--- config.mk ---
export PLATFORM = sky130hd
export DESIGN_NAME = ps2_rx_fifo
export DESIGN_NICKNAME = d
export VERILOG_FILES = /design/src/rtl/ps2_rx_fifo.sv
export SDC_FILE = /design/constraint.sdc
export NUM_CORES = 1
export LEC_CHECK = 0
export ABC_AREA = 1
export BUFFER_PORTS_ARGS = -buffer_cell sky130_fd_sc_hd__buf_2
export CAP_MARGIN = 25
export CORE_MARGIN = 4
export CORE_UTILIZATION = 40
export DETAILED_ROUTE_END_ITERATION = 10
export GPL_ROUTABILITY_DRIVEN = 0
export SYNTH_ARGS = -nofsm -noshare
export SYNTH_HDL_FRONTEND = slang
export SYNTH_SLANG_ARGS = --single-unit
--- constraint.sdc ---
create_clock -name clk -period 2.8 [get_ports clk]
set_input_delay 0 -clock clk [delete_from_list [all_inputs] [get_ports clk]]
set_output_delay 0 -clock clk [all_outputs]
set_load 0.1 [all_outputs]
--- src/rtl/ps2_rx_fifo.sv ---
// ----------------------------------------------------------------------------
// ps2_rx_fifo
//   PS/2 device-to-host receiver with a byte FIFO on the read side.
//   The receiver synchronises the raw PS/2 pins and samples data on each
//   falling edge of the synchronised PS/2 clock. It decodes the 11-bit frame:
//   start, 8 data bits LSB first, odd parity, and stop. A watchdog drops a
//   frame that stalls. Each accepted byte is queued for the CPU, which reads
//   it through a valid/ready handshake. The last two accepted bytes are also
//   kept as a 16-bit history word, and sticky error flags are provided.
//
// Ports
//   clk, rst_n      system clock; asynchronous active-low reset
//   ps2_clk         raw PS/2 clock pin (asynchronous)
//   ps2_data        raw PS/2 data pin (asynchronous)
//   rd_data         FIFO head byte; reads 0 while the FIFO is empty
//   rd_valid        FIFO is non-empty
//   rd_ready        pops the head when rd_valid is also high
//   count           FIFO occupancy, 0..FIFO_DEPTH
//   last_code       {previous accepted byte, latest accepted byte}
//   err_parity      sticky flag: a frame was rejected on a parity mismatch
//   err_frame       sticky flag: bad stop bit or watchdog timeout
//   err_overflow    sticky flag: a good byte was dropped because the FIFO was full
//   err_clr         synchronous clear of the three flags; a set in the same
//                   cycle wins over the clear
// ----------------------------------------------------------------------------
module ps2_rx_fifo #(
   parameter int SYNC_STAGES = 2,
   parameter int FIFO_DEPTH  = 4,
   parameter int TIMEOUT_CYC = 5000
) (
   input  logic                          clk,
   input  logic                          rst_n,
   input  logic                          ps2_clk,
   input  logic                          ps2_data,
   output logic [7:0]                    rd_data,
   output logic                          rd_valid,
   input  logic                          rd_ready,
   output logic [$clog2(FIFO_DEPTH):0]   count,
   output logic [15:0]                   last_code,
   output logic                          err_parity,
   output logic                          err_frame,
   output logic                          err_overflow,
   input  logic                          err_clr
);

   localparam int AW = $clog2(FIFO_DEPTH);
   localparam int CW = AW + 1;
   localparam int TW = $clog2(TIMEOUT_CYC + 1);

   localparam logic [1:0] ST_IDLE   = 2'd0;
   localparam logic [1:0] ST_DATA   = 2'd1;
   localparam logic [1:0] ST_PARITY = 2'd2;
   localparam logic [1:0] ST_STOP   = 2'd3;

   // ---------------------------------------------------------------------
   // Input synchronisers and falling-edge detection
   // ---------------------------------------------------------------------
   logic [SYNC_STAGES-1:0] clk_sync_q, clk_sync_d;
   logic [SYNC_STAGES-1:0] data_sync_q, data_sync_d;
   logic                   clk_prev_q, clk_prev_d;
   logic                   sample;
   logic                   data_bit;

   always_comb begin
      clk_sync_d  = {clk_sync_q[SYNC_STAGES-2:0], ps2_clk};
      data_sync_d = {data_sync_q[SYNC_STAGES-2:0], ps2_data};
      clk_prev_d  = clk_sync_q[SYNC_STAGES-1];
   end

   assign sample   = clk_prev_q & ~clk_sync_q[SYNC_STAGES-1];
   assign data_bit = data_sync_q[SYNC_STAGES-1];

   // ---------------------------------------------------------------------
   // Frame decoder FSM with inter-edge watchdog
   // ---------------------------------------------------------------------
   logic [1:0]    state_q, state_d;
   logic [2:0]    bit_cnt_q, bit_cnt_d;
   logic [7:0]    shift_q, shift_d;
   logic          par_q, par_d;
   logic [TW-1:0] to_cnt_q, to_cnt_d;
   logic          frame_ok;
   logic          set_par;
   logic          set_frm;

   always_comb begin
      state_d   = state_q;
      bit_cnt_d = bit_cnt_q;
      shift_d   = shift_q;
      par_d     = par_q;
      to_cnt_d  = '0;
      frame_ok  = 1'b0;
      set_par   = 1'b0;
      set_frm   = 1'b0;

      if (state_q != ST_IDLE) begin
         to_cnt_d = to_cnt_q + TW'(1);
      end

      if (sample) begin
         // Each edge restarts the watchdog.
         to_cnt_d = '0;
         case (state_q)
            ST_IDLE: begin
               if (!data_bit) begin
                  state_d   = ST_DATA;
                  bit_cnt_d = 3'd0;
               end
            end
            ST_DATA: begin
               shift_d   = {data_bit, shift_q[7:1]};
               bit_cnt_d = bit_cnt_q + 3'd1;
               if (bit_cnt_q == 3'd7) begin
                  state_d = ST_PARITY;
               end
            end
            ST_PARITY: begin
               par_d   = data_bit;
               state_d = ST_STOP;
            end
            default: begin
               // Stop-bit sample. Parity is odd over the byte plus the parity bit.
               state_d  = ST_IDLE;
               frame_ok = data_bit & (^{shift_q, par_q});
               set_par  = ~(^{shift_q, par_q});
               set_frm  = ~data_bit;
            end
         endcase
      end else if ((state_q != ST_IDLE) && (to_cnt_q == TW'(TIMEOUT_CYC - 1))) begin
         state_d  = ST_IDLE;
         to_cnt_d = '0;
         set_frm  = 1'b1;
      end
   end

   // ---------------------------------------------------------------------
   // Byte FIFO
   // ---------------------------------------------------------------------
   logic [7:0]    mem_q [FIFO_DEPTH];
   logic [AW-1:0] wr_ptr_q, wr_ptr_d;
   logic [AW-1:0] rd_ptr_q, rd_ptr_d;
   logic [CW-1:0] count_q, count_d;
   logic          full;
   logic          do_pop;
   logic          do_push;
   logic          overflow;

   assign rd_valid = (count_q != '0);
   assign full     = (count_q == CW'(FIFO_DEPTH));
   assign do_pop   = rd_valid & rd_ready;
   // A pop in the same cycle frees the slot, so a push into a full FIFO is kept.
   assign do_push  = frame_ok & (~full | do_pop);
   assign overflow = frame_ok & full & ~do_pop;

   always_comb begin
      wr_ptr_d = wr_ptr_q;
      rd_ptr_d = rd_ptr_q;
      count_d  = count_q;
      if (do_push) begin
         wr_ptr_d = wr_ptr_q + AW'(1);
      end
      if (do_pop) begin
         rd_ptr_d = rd_ptr_q + AW'(1);
      end
      if (do_push && !do_pop) begin
         count_d = count_q + CW'(1);
      end else if (!do_push && do_pop) begin
         count_d = count_q - CW'(1);
      end
   end

   always_ff @(posedge clk) begin
      if (do_push) begin
         mem_q[wr_ptr_q] <= shift_q;
      end
   end

   assign rd_data = rd_valid ? mem_q[rd_ptr_q] : 8'h00;
   assign count   = count_q;

   // ---------------------------------------------------------------------
   // History word and sticky error flags
   // ---------------------------------------------------------------------
   logic [15:0] last_code_q, last_code_d;
   logic        err_par_q, err_par_d;
   logic        err_frm_q, err_frm_d;
   logic        err_ovf_q, err_ovf_d;

   always_comb begin
      // The history tracks every accepted byte, including one dropped on overflow.
      last_code_d = frame_ok ? {last_code_q[7:0], shift_q} : last_code_q;
      err_par_d   = set_par  | (err_par_q & ~err_clr);
      err_frm_d   = set_frm  | (err_frm_q & ~err_clr);
      err_ovf_d   = overflow | (err_ovf_q & ~err_clr);
   end

   assign last_code    = last_code_q;
   assign err_parity   = err_par_q;
   assign err_frame    = err_frm_q;
   assign err_overflow = err_ovf_q;

   // ---------------------------------------------------------------------
   // State registers
   // ---------------------------------------------------------------------
   always_ff @(posedge clk or negedge rst_n) begin
      if (!rst_n) begin
         // The pins idle high; starting the chain high avoids a false edge.
         clk_sync_q  <= '1;
         data_sync_q <= '1;
         clk_prev_q  <= 1'b1;
         state_q     <= ST_IDLE;
         bit_cnt_q   <= '0;
         shift_q     <= '0;
         par_q       <= 1'b0;
         to_cnt_q    <= '0;
         wr_ptr_q    <= '0;
         rd_ptr_q    <= '0;
         count_q     <= '0;
         last_code_q <= '0;
         err_par_q   <= 1'b0;
         err_frm_q   <= 1'b0;
         err_ovf_q   <= 1'b0;
      end else begin
         clk_sync_q  <= clk_sync_d;
         data_sync_q <= data_sync_d;
         clk_prev_q  <= clk_prev_d;
         state_q     <= state_d;
         bit_cnt_q   <= bit_cnt_d;
         shift_q     <= shift_d;
         par_q       <= par_d;
         to_cnt_q    <= to_cnt_d;
         wr_ptr_q    <= wr_ptr_d;
         rd_ptr_q    <= rd_ptr_d;
         count_q     <= count_d;
         last_code_q <= last_code_d;
         err_par_q   <= err_par_d;
         err_frm_q   <= err_frm_d;
         err_ovf_q   <= err_ovf_d;
      end
   end

endmodule

; Word-level counts from Yosys, hierarchy flattened
; Memory sizes are Yosys's and may differ from the RTL's.
; Index checks and enable logic that the tools add are counted.
[classes]
addsub = 6
eq_ne = 8
muxes = 22
n_bitwise = 19
reduce_logical = 17
[op_table]
columns = op, count
row1 = $mux 13, 3
row2 = $add 13x1->13 const B, 1
row3 = $eq 13x13->1 const B, 1
row4 = $and 1x1->1, 9
row5 = $mux 1, 9
row6 = $mux 3, 3
row7 = $reduce_xor 9->1, 1
row8 = $mux 2, 4
row9 = $mux 8, 1
row10 = $reduce_bool 2->1, 4
row11 = $add 3x1->3 const B, 2
row12 = $eq 3x3->1 const B, 2
row13 = $ne 3x3->1 const B, 2
row14 = $not 1->1, 6
row15 = $pmux 2 s3, 1
row16 = $pmux 3 s2, 1
row17 = $reduce_and 3->1, 2
row18 = $add 2x1->2 const B, 2
row19 = $or 1x1->1, 4
row20 = $reduce_and 2->1, 2
row21 = $logic_and 1x1->1, 3
row22 = $reduce_bool 3->1, 1
row23 = $reduce_or 3->1, 1
row24 = $sub 3x1->3 const B, 1
row25 = 5 further kinds, 6
[word_totals]
register_bits = 58
ramBits = 32
input_bits = 6
out_inout_bits = 31
elab_cells = 88
n_memories = 1
[memory_table]
columns = name, words, word_bits, rd, rd_clocked_by_memory_dff, wr, line
row1 = mem_q, 4, 8, 1, 0, 1, 138  ; logic [7:0] mem_q [FIFO_DEPTH];

; Longest topological paths before layout
; Gate-level depths: netlist of the first run.
[logic_depth]
ltp_word = 9
mapped_depth = 16
depth_no_buf = 16

; Worst setup path after synthesis of the first run
; OpenSTA, ideal clock, no wires.
[synth_path]
kind = register to output
from = register count_q[1], in the netlist count[1]
to = output port rd_data[0]
arrival_ns = 3.773
t_required_ns = 2.800
slack_ns = -0.973
stages_incl_launch_ff = 5
n_path_buf = 0
path_cell_list = dfrtp_1 -> nor2_1 -> nand2_1 -> clkinv_1 -> a21oi_1
[synth_via]
elab_chain_cells = 2
[synth_rtl]
columns = element, line
row1 = "start, declared", 141  ; logic [CW-1:0] count_q, count_d;
row2 = "start signal, assigned", 233  ; count_q <= count_d;
row3 = $reduce_bool 3->1, 147  ; assign rd_valid = (count_q != '0);
row4 = via rd_valid, 36  ; output logic rd_valid,
row5 = $mux 8, 177  ; assign rd_data = rd_valid ? mem_q[rd_ptr_q] : 8'h00;
row6 = "end, declared", 35  ; output logic [7:0] rd_data,
; The timed path passes the listed nets, and every way through them passes these cells.

; Worst setup path in the final report of the first run
[layout_path]
from = register shift_q[6]
to = register count_q[2], in the netlist count[2]
[layout_via]
elab_chain_cells = 8
word_cells_on_any_way = 10
cone_classes = mux: 3 / bitwise: 2 / reduce/logical: 5
[layout_rtl]
columns = element, line
row1 = "start, declared", 78  ; logic [7:0] shift_q, shift_d;
row2 = "start signal, assigned", 228  ; shift_q <= shift_d;
row3 = $reduce_xor 9->1 *, 123  ; frame_ok = data_bit & (^{shift_q, par_q});
row4 = $and 1x1->1 *, 123
row5 = $mux 1 *, 102  ; case (state_q)
row6 = $mux 1 *, 99  ; if (sample) begin
row7 = $and 1x1->1 *, 151  ; assign do_push = frame_ok & (~full | do_pop);
row8 = via do_push, 144  ; logic do_push;
row9 = $logic_not 1->1, 166  ; end else if (!do_push && do_pop) begin
row10 = $logic_and 1x1->1, 166
row11 = $reduce_bool 2->1 (no source line), -
; The timed path passes the listed nets; every way through them passes the cells marked *.
; A chain may end at the register's enable or synchronous reset.

==> impl_metrics.env, run 1 <==
export IMPL_outcome="finished, final reports clean"
export IMPL_leakagePower_nw=2.120
export IMPL_grt_use_total_pct=14.85
export IMPL_vdd_ir_drop_max_v=0.0007887
export IMPL_post_route_period_util_pct=87.55
export IMPL_ys_seq_area_share_pct=59.88
export IMPL_core_area_um2=9819
export IMPL_grt_pass1_vias=2830
export IMPL_htreeDepth=3
export IMPL_clk_pin_slew_ns=0.11
export IMPL_finalSetupViolCount=0
export IMPL_grt_max_degree=44
export IMPL_end_kind="register"
export IMPL_multi_input_area_um2=1434
export IMPL_ctsHoldBuffers=4
export IMPL_drc=0
export IMPL_worstPathRequired_ns=3.05
export IMPL_fill_cells=953
export IMPL_ys_types=37
export IMPL_synth_area_per_cell_um2=9.827
export IMPL_path_max_fanout=8
export IMPL_final_cell_area_um2=4677
export IMPL_fmax_ghz=0.4079
export IMPL_ctsRootBufferMaster="clkbuf_8"
export IMPL_p_switching_mw=2.351
export IMPL_syn_area_um2=4039
export IMPL_start_util_pct=41.13
export IMPL_tightest_slew_ns=0.6187
export IMPL_ant_nets=0
export IMPL_dieArea_um2=11770
export IMPL_finalCriticalPeriod_ns=2.451
export IMPL_fin_nets=480
export IMPL_seq_area_um2=2430
export IMPL_pwr_share_comb_pct=44.8
export IMPL_setup_ws_ns=0.3485
export IMPL_place_hpwl_um=5505
export IMPL_num_rows=36
export IMPL_drive_gt1_share_pct=21.46
export IMPL_ctsResizeCount=0
export IMPL_finClkSkew_ns=0.01313
export IMPL_p_clk_share_pct=18.6
export IMPL_worstPathArrival_ns=2.70
export IMPL_die_x_um=108.5
export IMPL_min_path_type="in2async"
export IMPL_path_class="reg2reg"
export IMPL_vias=2827
export IMPL_cp_start_kind="register"
export IMPL_synth_area_leaders="dfrtp_1 (33%), edfxtp_1 (24%), nand2_1 (8.2%)"
export IMPL_place_ws_ns=0.3622
export IMPL_hold_slack_ns=0.05571
export IMPL_avgViaCountPerCell=4.720
export IMPL_area_growth_syn_to_layout_pct=15.80
export IMPL_antenna_found_initial=0
export IMPL_synth_top_area_share_pct=32.84
export IMPL_p_int_mw=2.334
export IMPL_clkLatencyLatePin_ns=0.36
export IMPL_final_cell_mix="nand2_1 (87), nor2_1 (54), dfrtp_1 (50), inv_1 (38), buf_2 (36)"
export IMPL_synth_top_area_cell="dfrtp_1"
export IMPL_seq_power_share_pct=36.6
export IMPL_grt_first_pass_wirelength_um=13550
export IMPL_cts_buffers=9
export IMPL_synth_seq_cells=90
export IMPL_cts_tree="yes"
export IMPL_clockBufferDepth=2
export IMPL_drv_slew=0
export IMPL_setup_tns_ns=0
export IMPL_synth_fp_nets=430
export IMPL_final_common_cell="nand2_1"
export IMPL_drt_pass1_iter_count=5
export IMPL_rsz0062_at_grt="no"
export IMPL_hold_viol_final=0
export IMPL_finalWirelength_um=7859
export IMPL_numPortBuffers=36
export IMPL_power_density_nw_per_um2=1002
export IMPL_p_sw_share_pct=50.18
export IMPL_postCtsSetupBuffers=0
export IMPL_relSlewSlack_pct=58.75
export IMPL_postPlaceCellArea_um2=4439
export IMPL_antenna_cells=0
export IMPL_io_pins=37
export IMPL_synth_cells=411
export IMPL_tritoncts_num_sinks=90
export IMPL_die_y_um=108.5
export IMPL_first_iter_violations=157
export IMPL_wl_per_cell_um=13.12
export IMPL_max_cap_violations=0
export IMPL_synth_warning_count=0
export IMPL_grt_overflow=0
## cells by family (layout without fill, tap and decap cells)
| kind of cell | Yosys count | after routing | share of synthesized area (%) |
|---|---|---|---|
| flops | 90 | 90 | 59.88 |
| simple gates | 184 | 184 | 19.83 |
| fa+ha+maj | 13 | 13 | 4.213 |
| mux | 1 | 1 | 0.2788 |
| compound gates | 63 | 63 | 8.953 |
| buf+inv | 54 | 109 | 5.545 |
| xor+xnor | 6 | 6 | 1.301 |
## stage by stage
step | std cells | total power [mW] | utilization (%)
5_1_grt | 599 | 4.990 | 47.63
3_5_place_dp | 579 | 3.858 | 45.21
2_1_floorplan | 411 | 3.475 | -
3_3_place_gp | 579 | 3.834 | 45.21
4_1_cts | 599 | 4.738 | 47.63
6_report | 599 | 4.685 | 47.63
## cell type report
type                            instances  share of cell area [%]
Sequential cell                        90                   51.95
Timing Repair Buffer                   48                   5.993
Clock buffer                            9                   2.648
Clock inverter                          7                   1.578
Inverter                               45                   3.612
Tap cell                              133                   3.558
Multi-Input combinational cell        267                   30.66
## synth_stat cells (all sizes together)
library cell	count
nand2	92
nor2	56
dfrtp	53
inv	43
o21ai	42
edfxtp	32
nand3	22
a21oi	15
ha	12
buf	5
dfstp	5
nand4	5
xor2	5
clkbuf	4
nor3	4
a22o	2
clkinv	2
nor3b	2
nor4	2
o31ai	2
and3	1
fa	1
mux2	1
o211a	1
o21bai	1
xnor2	1
## routing by layer
| layer | GRT usage (%) | vias up | routed length [um] |
|---|---|---|---|
| li1 | - | 1444 | - |
| met1 | 19.47 | 1338 | 3660 |
| met2 | 24.23 | 41 | 3864 |
| met3 | 4.119 | 4 | 276 |
| met4 | 4.148 | 0 | 58 |
| met5 | 0 | - | 0 |
## state kept, by name, indices dropped and copies added, names as in the netlist
signal / flops
bit_cnt_q: 3
clk_prev_q: 1
clk_sync_q: 2
count: 3
data_sync_q: 2
err_frame: 1
err_overflow: 1
err_parity: 1
last_code: 16
mem_q: 32
par_q: 1
rd_ptr_q: 2
shift_q: 8
state_q: 2
to_cnt_q: 13
wr_ptr_q: 2
## critical path, cell delays in order, from the launching register on
cell and delay [ns]:
dfrtp_1 0.48, inv_1 0.13, nand2_1 0.08, nand2_1 0.07
nand2_1 0.07, nand2_1 0.06, nand3_1 0.09, nand3_2 0.09
nand2_4 0.08, nand3_2 0.13, inv_1 0.10, ha_1 0.14
inv_1 0.06, fa_1 0.37, a21oi_1 0.14, o21ai_0 0.11
xor2_1 0.15
## power by group through the flow
stage / logic (mW) / registers (mW) / clock network (mW)
detailed placement: 2.11 / 1.74 / 0
finish: 2.10 / 1.72 / 0.869
global placement: 2.10 / 1.74 / 0
global route: 2.29 / 1.75 / 0.954
CTS: 2.13 / 1.72 / 0.896
floorplan: 1.63 / 1.85 / 0
## final timing paths
check	start	endpoint	slack (ns)	cells after the start
max reg2reg	shift_q[6]$_DFFE_PN0P_	count[2]$_DFFE_PN0P_	0.35	16
max in group asynchronous	rst_n	to_cnt_q[10]$_DFF_PN0_	1.87	3
min	rst_n	bit_cnt_q[2]$_DFFE_PN0P_	0.06	2
min reg2reg	data_sync_q[0]$_DFF_PN1_	data_sync_q[1]$_DFF_PN1_	0.36	0
min in group clk	rd_ready	rd_ptr_q[0]$_DFFE_PN0N_	0.06	4
max	shift_q[6]$_DFFE_PN0P_	count[2]$_DFFE_PN0P_	0.35	16
(Power assumes the default switching activity.)
==> run 2: changes to the inputs <==
Settings changed: CELL_PAD_IN_SITES_DETAIL_PLACEMENT set to 0, CELL_PAD_IN_SITES_GLOBAL_PLACEMENT set to 1, PLACE_DENSITY_LB_ADDON set to 0.1.
==> impl_metrics.env, run 2 (synthesized netlist as in run 1, its figures left out) <==
export IMPL_drive_gt1_share_pct=21.63
export IMPL_htreeDepth=3
export IMPL_relSlewSlack_pct=43.64
export IMPL_place_inst=580
export IMPL_postPlaceCellArea_um2=4459
export IMPL_cts_tree="yes"
export IMPL_die_x_um=108.5
export IMPL_finalCriticalPeriod_ns=2.384
export IMPL_place_hpwl_um=5633
export IMPL_top_register="mem_q"
export IMPL_worstPathRequired_ns=3.04
export IMPL_start_util_pct=41.13
export IMPL_drt_pass1_iter_count=4
export IMPL_first_iter_violations=133
export IMPL_ctsResizeCount=0
export IMPL_clk_pin_slew_ns=0.10
export IMPL_max_cap_violations=0
export IMPL_setup_tns_ns=0
export IMPL_leakagePower_nw=2.128
export IMPL_ant_nets=0
export IMPL_numPortBuffers=36
export IMPL_path_class="reg2reg"
export IMPL_num_rows=36
export IMPL_totalPowerFinal_mw=4.668
export IMPL_finalWirelength_um=8111
export IMPL_grt_max_degree=36
export IMPL_path_max_fanout=8
export IMPL_cp_start_kind="register"
export IMPL_grt_first_pass_wirelength_um=13560
export IMPL_wl_per_cell_um=13.52
export IMPL_clockBufferDepth=2
export IMPL_finalSetupViolCount=0
export IMPL_final_core_util_pct=47.68
export IMPL_drv_slew=0
export IMPL_final_cell_area_um2=4682
export IMPL_postCtsSetupBuffers=0
export IMPL_grt_use_total_pct=15.01
export IMPL_post_route_period_util_pct=85.16
export IMPL_place_ws_ns=0.4190
export IMPL_clkLatencyLatePin_ns=0.36
export IMPL_fill_cells=961
export IMPL_final_cells=600
export IMPL_antenna_cells=0
export IMPL_end_kind="register"
export IMPL_hold_viol_final=0
export IMPL_min_path_type="in2reg"
export IMPL_fin_nets=481
export IMPL_final_cell_mix="nand2_1 (87), nor2_1 (54), dfrtp_1 (50), inv_1 (38), buf_2 (36)"
export IMPL_setup_ws_ns=0.4156
export IMPL_largest_register_ff_count=32
export IMPL_vias=2837
export IMPL_final_common_cell="nand2_1"
export IMPL_io_pins=37
export IMPL_antenna_found_initial=0
export IMPL_cts_buffers=9
export IMPL_die_y_um=108.5
export IMPL_rsz0062_at_grt="no"
export IMPL_drc=0
export IMPL_fmax_ghz=0.4194
export IMPL_avgViaCountPerCell=4.728
export IMPL_grt_pass1_vias=2799
export IMPL_dieArea_um2=11770
export IMPL_power_density_nw_per_um2=997.0
export IMPL_worstPathArrival_ns=2.62
export IMPL_tritoncts_num_sinks=90
export IMPL_hold_slack_ns=0.04551
export IMPL_vdd_ir_drop_max_v=0.0006754
export IMPL_core_area_um2=9819
export IMPL_ctsRootBufferMaster="clkbuf_8"
export IMPL_finClkSkew_ns=0.006761
export IMPL_tightest_slew_ns=0.8455
export IMPL_outcome="finished, final reports clean"
export IMPL_grt_overflow=0
export IMPL_ctsHoldBuffers=4
export IMPL_area_growth_syn_to_layout_pct=15.92
[run 2: final cells by class]
class | instances | area, um2 | area share (%)
Inverter | 45 | 168.9 | 3.608
Clock buffer | 9 | 123.9 | 2.646
Clock inverter | 7 | 58.81 | 1.256
Timing Repair Buffer | 49 | 300.3 | 6.414
Multi-Input combinational cell | 267 | 1434 | 30.63
Tap cell | 133 | 166.4 | 3.554
Sequential cell | 90 | 2430 | 51.90
[run 2: where the power goes]
part / switching, mW / internal, mW / total (mW)
clock: 0.497 / 0.340 / 0.837
sequential: 0.195 / 1.52 / 1.72
combinational: 1.65 / 0.461 / 2.11
[run 2: worst max-delay path, stage by stage (launching register included)]
cell	delay, ns
dfrtp_1	0.48
inv_1	0.13
nand2_1	0.07
nand2_1	0.07
nand2_1	0.07
nand2_1	0.07
nand2_1	0.08
nand3_2	0.09
nand2_4	0.08
nand3_2	0.06
inv_1	0.07
ha_1	0.13
inv_1	0.06
fa_1	0.37
a21oi_1	0.14
o21ai_0	0.11
xor2_1	0.15
[run 2: worst paths after layout]
check | cells past startpoint | to | slack (ns) | startpoint
hold reg to reg | 0 | clk_sync_q[1]$_DFF_PN1_ | 0.36 | clk_sync_q[0]$_DFF_PN1_
max in group asynchronous | 2 | count[0]$_DFFE_PN0P_ | 1.89 | rst_n
min in group asynchronous | 2 | to_cnt_q[4]$_DFF_PN0_ | 0.28 | rst_n
setup reg to reg | 16 | count[2]$_DFFE_PN0P_ | 0.42 | shift_q[6]$_DFFE_PN0P_
hold / removal | 5 | rd_ptr_q[1]$_DFFE_PN0N_ | 0.05 | rd_ready
setup / recovery | 16 | count[2]$_DFFE_PN0P_ | 0.42 | shift_q[6]$_DFFE_PN0P_
[run 2: routing by layer]
metal	GRT usage, %	up-vias	share of wire (%)	wire length [um]
met5	0	-	0	0
met4	5.050	0	1.1	89
met3	3.582	8	3.4	276
met2	23.21	38	46	3696
met1	20.79	1347	50	4049
li1	-	1444	-	-
==> run 3: changes to the inputs <==
Clock period 2.8 ns to 2.9 ns, I/O delays scaled along.
==> impl_metrics.env, run 3 (synthesized netlist as in run 1, its figures left out) <==
export IMPL_htreeDepth=3
export IMPL_wl_per_cell_um=13.28
export IMPL_finalCriticalPeriod_ns=2.481
export IMPL_totalPowerFinal_mw=4.642
export IMPL_grt_first_pass_wirelength_um=13410
export IMPL_worstPathRequired_ns=3.15
export IMPL_min_path_type="in2reg"
export IMPL_drive_gt1_share_pct=21.24
export IMPL_place_ws_ns=0.4076
export IMPL_ctsResizeCount=0
export IMPL_r2r_start="shift_q[5]$_DFFE_PN0P_"
export IMPL_route_met3_wl_um=235
export IMPL_numPortBuffers=36
export IMPL_tritoncts_num_sinks=90
export IMPL_grt_pass1_vias=2699
export IMPL_cts_tree="yes"
export IMPL_core_area_um2=9819
export IMPL_cp_start_kind="register"
export IMPL_final_common_cell="nand2_1"
export IMPL_leakagePower_nw=2.135
export IMPL_reg2reg_depth=16
export IMPL_reg2reg_slack_ns=0.42
export IMPL_wl_met2_um=3403
export IMPL_clockBufferDepth=2
export IMPL_whs_path_depth=4
export IMPL_area_growth_syn_to_layout_pct=16.26
export IMPL_outcome="finished, final reports clean"
export IMPL_p_int_mw=2.400
export IMPL_ant_nets=0
export IMPL_post_route_period_util_pct=85.55
export IMPL_fmax_ghz=0.4031
export IMPL_postPlaceCellArea_um2=4432
export IMPL_seq_power_share_pct=35.6
export IMPL_multi_input_area_um2=1434
export IMPL_num_rows=36
export IMPL_first_iter_violations=169
export IMPL_start_util_pct=41.13
export IMPL_die_x_um=108.5
export IMPL_postCtsSetupBuffers=0
export IMPL_place_hpwl_um=5509
export IMPL_route_layer_met1_wl_um=4168
export IMPL_pwr_share_comb_pct=43.9
export IMPL_avgViaCountPerCell=4.683
export IMPL_io_pins=37
export IMPL_path_max_fanout=8
export IMPL_antenna_cells=0
export IMPL_finalWirelength_um=7953
export IMPL_grt_overflow=0
export IMPL_max_cap_violations=0
export IMPL_power_density_nw_per_um2=988.5
export IMPL_p_clk_share_pct=20.6
export IMPL_highest_signal_layer="met4"
export IMPL_final_cell_mix="nand2_1 (87), nor2_1 (54), dfrtp_1 (50), inv_1 (38), buf_2 (36)"
export IMPL_hold_start="rd_ready"
export IMPL_antenna_found_initial=0
export IMPL_vdd_ir_drop_max_v=0.0007405
export IMPL_largest_register_ff_count=32
export IMPL_holdPathEnd="rd_ptr_q[0]$_DFFE_PN0N_"
export IMPL_end_kind="register"
export IMPL_drc=0
export IMPL_setup_tns_ns=0
export IMPL_path_class="reg2reg"
export IMPL_p_switching_mw=2.242
export IMPL_grt_max_degree=59
export IMPL_ctsHoldBuffers=4
export IMPL_fin_nets=480
export IMPL_seq_area_um2=2422
export IMPL_finalSetupViolCount=0
export IMPL_tightest_slew_ns=0.7200
export IMPL_vias=2805
export IMPL_ctsRootBufferMaster="clkbuf_8"
export IMPL_r2r_end="count[2]$_DFFE_PN0P_"
export IMPL_top_register="mem_q"
export IMPL_clk_pin_slew_ns=0.10
export IMPL_dieArea_um2=11770
export IMPL_p_sw_share_pct=48.30
export IMPL_cts_buffers=9
export IMPL_fill_cells=971
export IMPL_worstPathArrival_ns=2.73
export IMPL_drt_pass1_iter_count=4
export IMPL_hold_viol_final=0
export IMPL_rsz0062_at_grt="no"
export IMPL_setup_ws_ns=0.4190
export IMPL_grt_use_total_pct=14.78
export IMPL_relSlewSlack_pct=52.00
export IMPL_clkLatencyLatePin_ns=0.36
export IMPL_drv_slew=0
export IMPL_final_core_util_pct=47.82
export IMPL_final_cell_area_um2=4696
export IMPL_die_y_um=108.5
export IMPL_finClkSkew_ns=0.01195
==> run 3: cell types whose count changed in the layout (fill, tap and decap cells not counted) <==
cell       delta
buf_12        -1
bufinv_16     +2
clkinv_1      +1
clkinv_2      -1
clkinv_4      +1
dfrtp_2       +3
dfrtp_4       -3
inv_6         -3
==> run 3: power by group through the flow <==
stage	Sequential (mW)	Clock (mW)	Combinational, mW
6_report	1.65	0.954	2.04
3_5_place_dp	1.68	0	2.05
2_1_floorplan	1.77	0	1.57
4_1_cts	1.65	0.979	2.05
3_3_place_gp	1.68	0	2.03
5_1_grt	1.68	1.04	2.21
==> run 3: area by class of cell <==
class | instances | share of cell area (%)
repair buffers | 48 | 5.969
flip-flops and latches | 90 | 51.59
multi-input cells | 267 | 30.54
inverters | 45 | 3.597
clock buffers | 9 | 2.638
well taps | 133 | 3.544
clock inverters | 7 | 2.132
==> run 3: worst max-delay path by stage <==
stage                      startpoint              endpoint  slack [ns]  depth (start not counted)
2_1_floorplan    count[1]$_DFFE_PN0P_  count[1]$_DFFE_PN0P_        0.07                          9
3_3_place_gp   shift_q[5]$_DFFE_PN0P_  count[2]$_DFFE_PN0P_        0.46                         16
3_5_place_dp   shift_q[5]$_DFFE_PN0P_  count[2]$_DFFE_PN0P_        0.41                         16
4_1_cts        shift_q[5]$_DFFE_PN0P_  count[2]$_DFFE_PN0P_        0.40                         16
5_1_grt        shift_q[6]$_DFFE_PN0P_  count[2]$_DFFE_PN0P_        0.12                         16
6_report       shift_q[5]$_DFFE_PN0P_  count[2]$_DFFE_PN0P_        0.42                         16
==> run 3: layer usage <==
layer	GRT usage (%)	up-vias
met5	0	-
met4	5.681	0
met3	2.328	10
met2	21.71	36
met1	21.93	1314
li1	-	1445
==> run 3: stage by stage <==
stage	hold WS, ns	std cells
floorplan	-0.2956	411
global placement	0.1058	579
detailed placement	0.1077	579
CTS	0.03471	599
global route	0.06810	599
finish	0.04283	599
==> run 3: worst max-delay path, cell delays in order, from the launching register on <==
cell and delay (ns):
dfrtp_1 0.48, inv_1 0.14, nand2_1 0.09, nand2_1 0.07, nand2_1 0.07, nand2_1 0.06, nand2_1 0.08, nand3_2 0.10
nand2_4 0.08, nand3_2 0.13, inv_1 0.10, ha_1 0.14, inv_1 0.06, fa_1 0.37, a21oi_1 0.15, o21ai_0 0.11
xor2_1 0.15
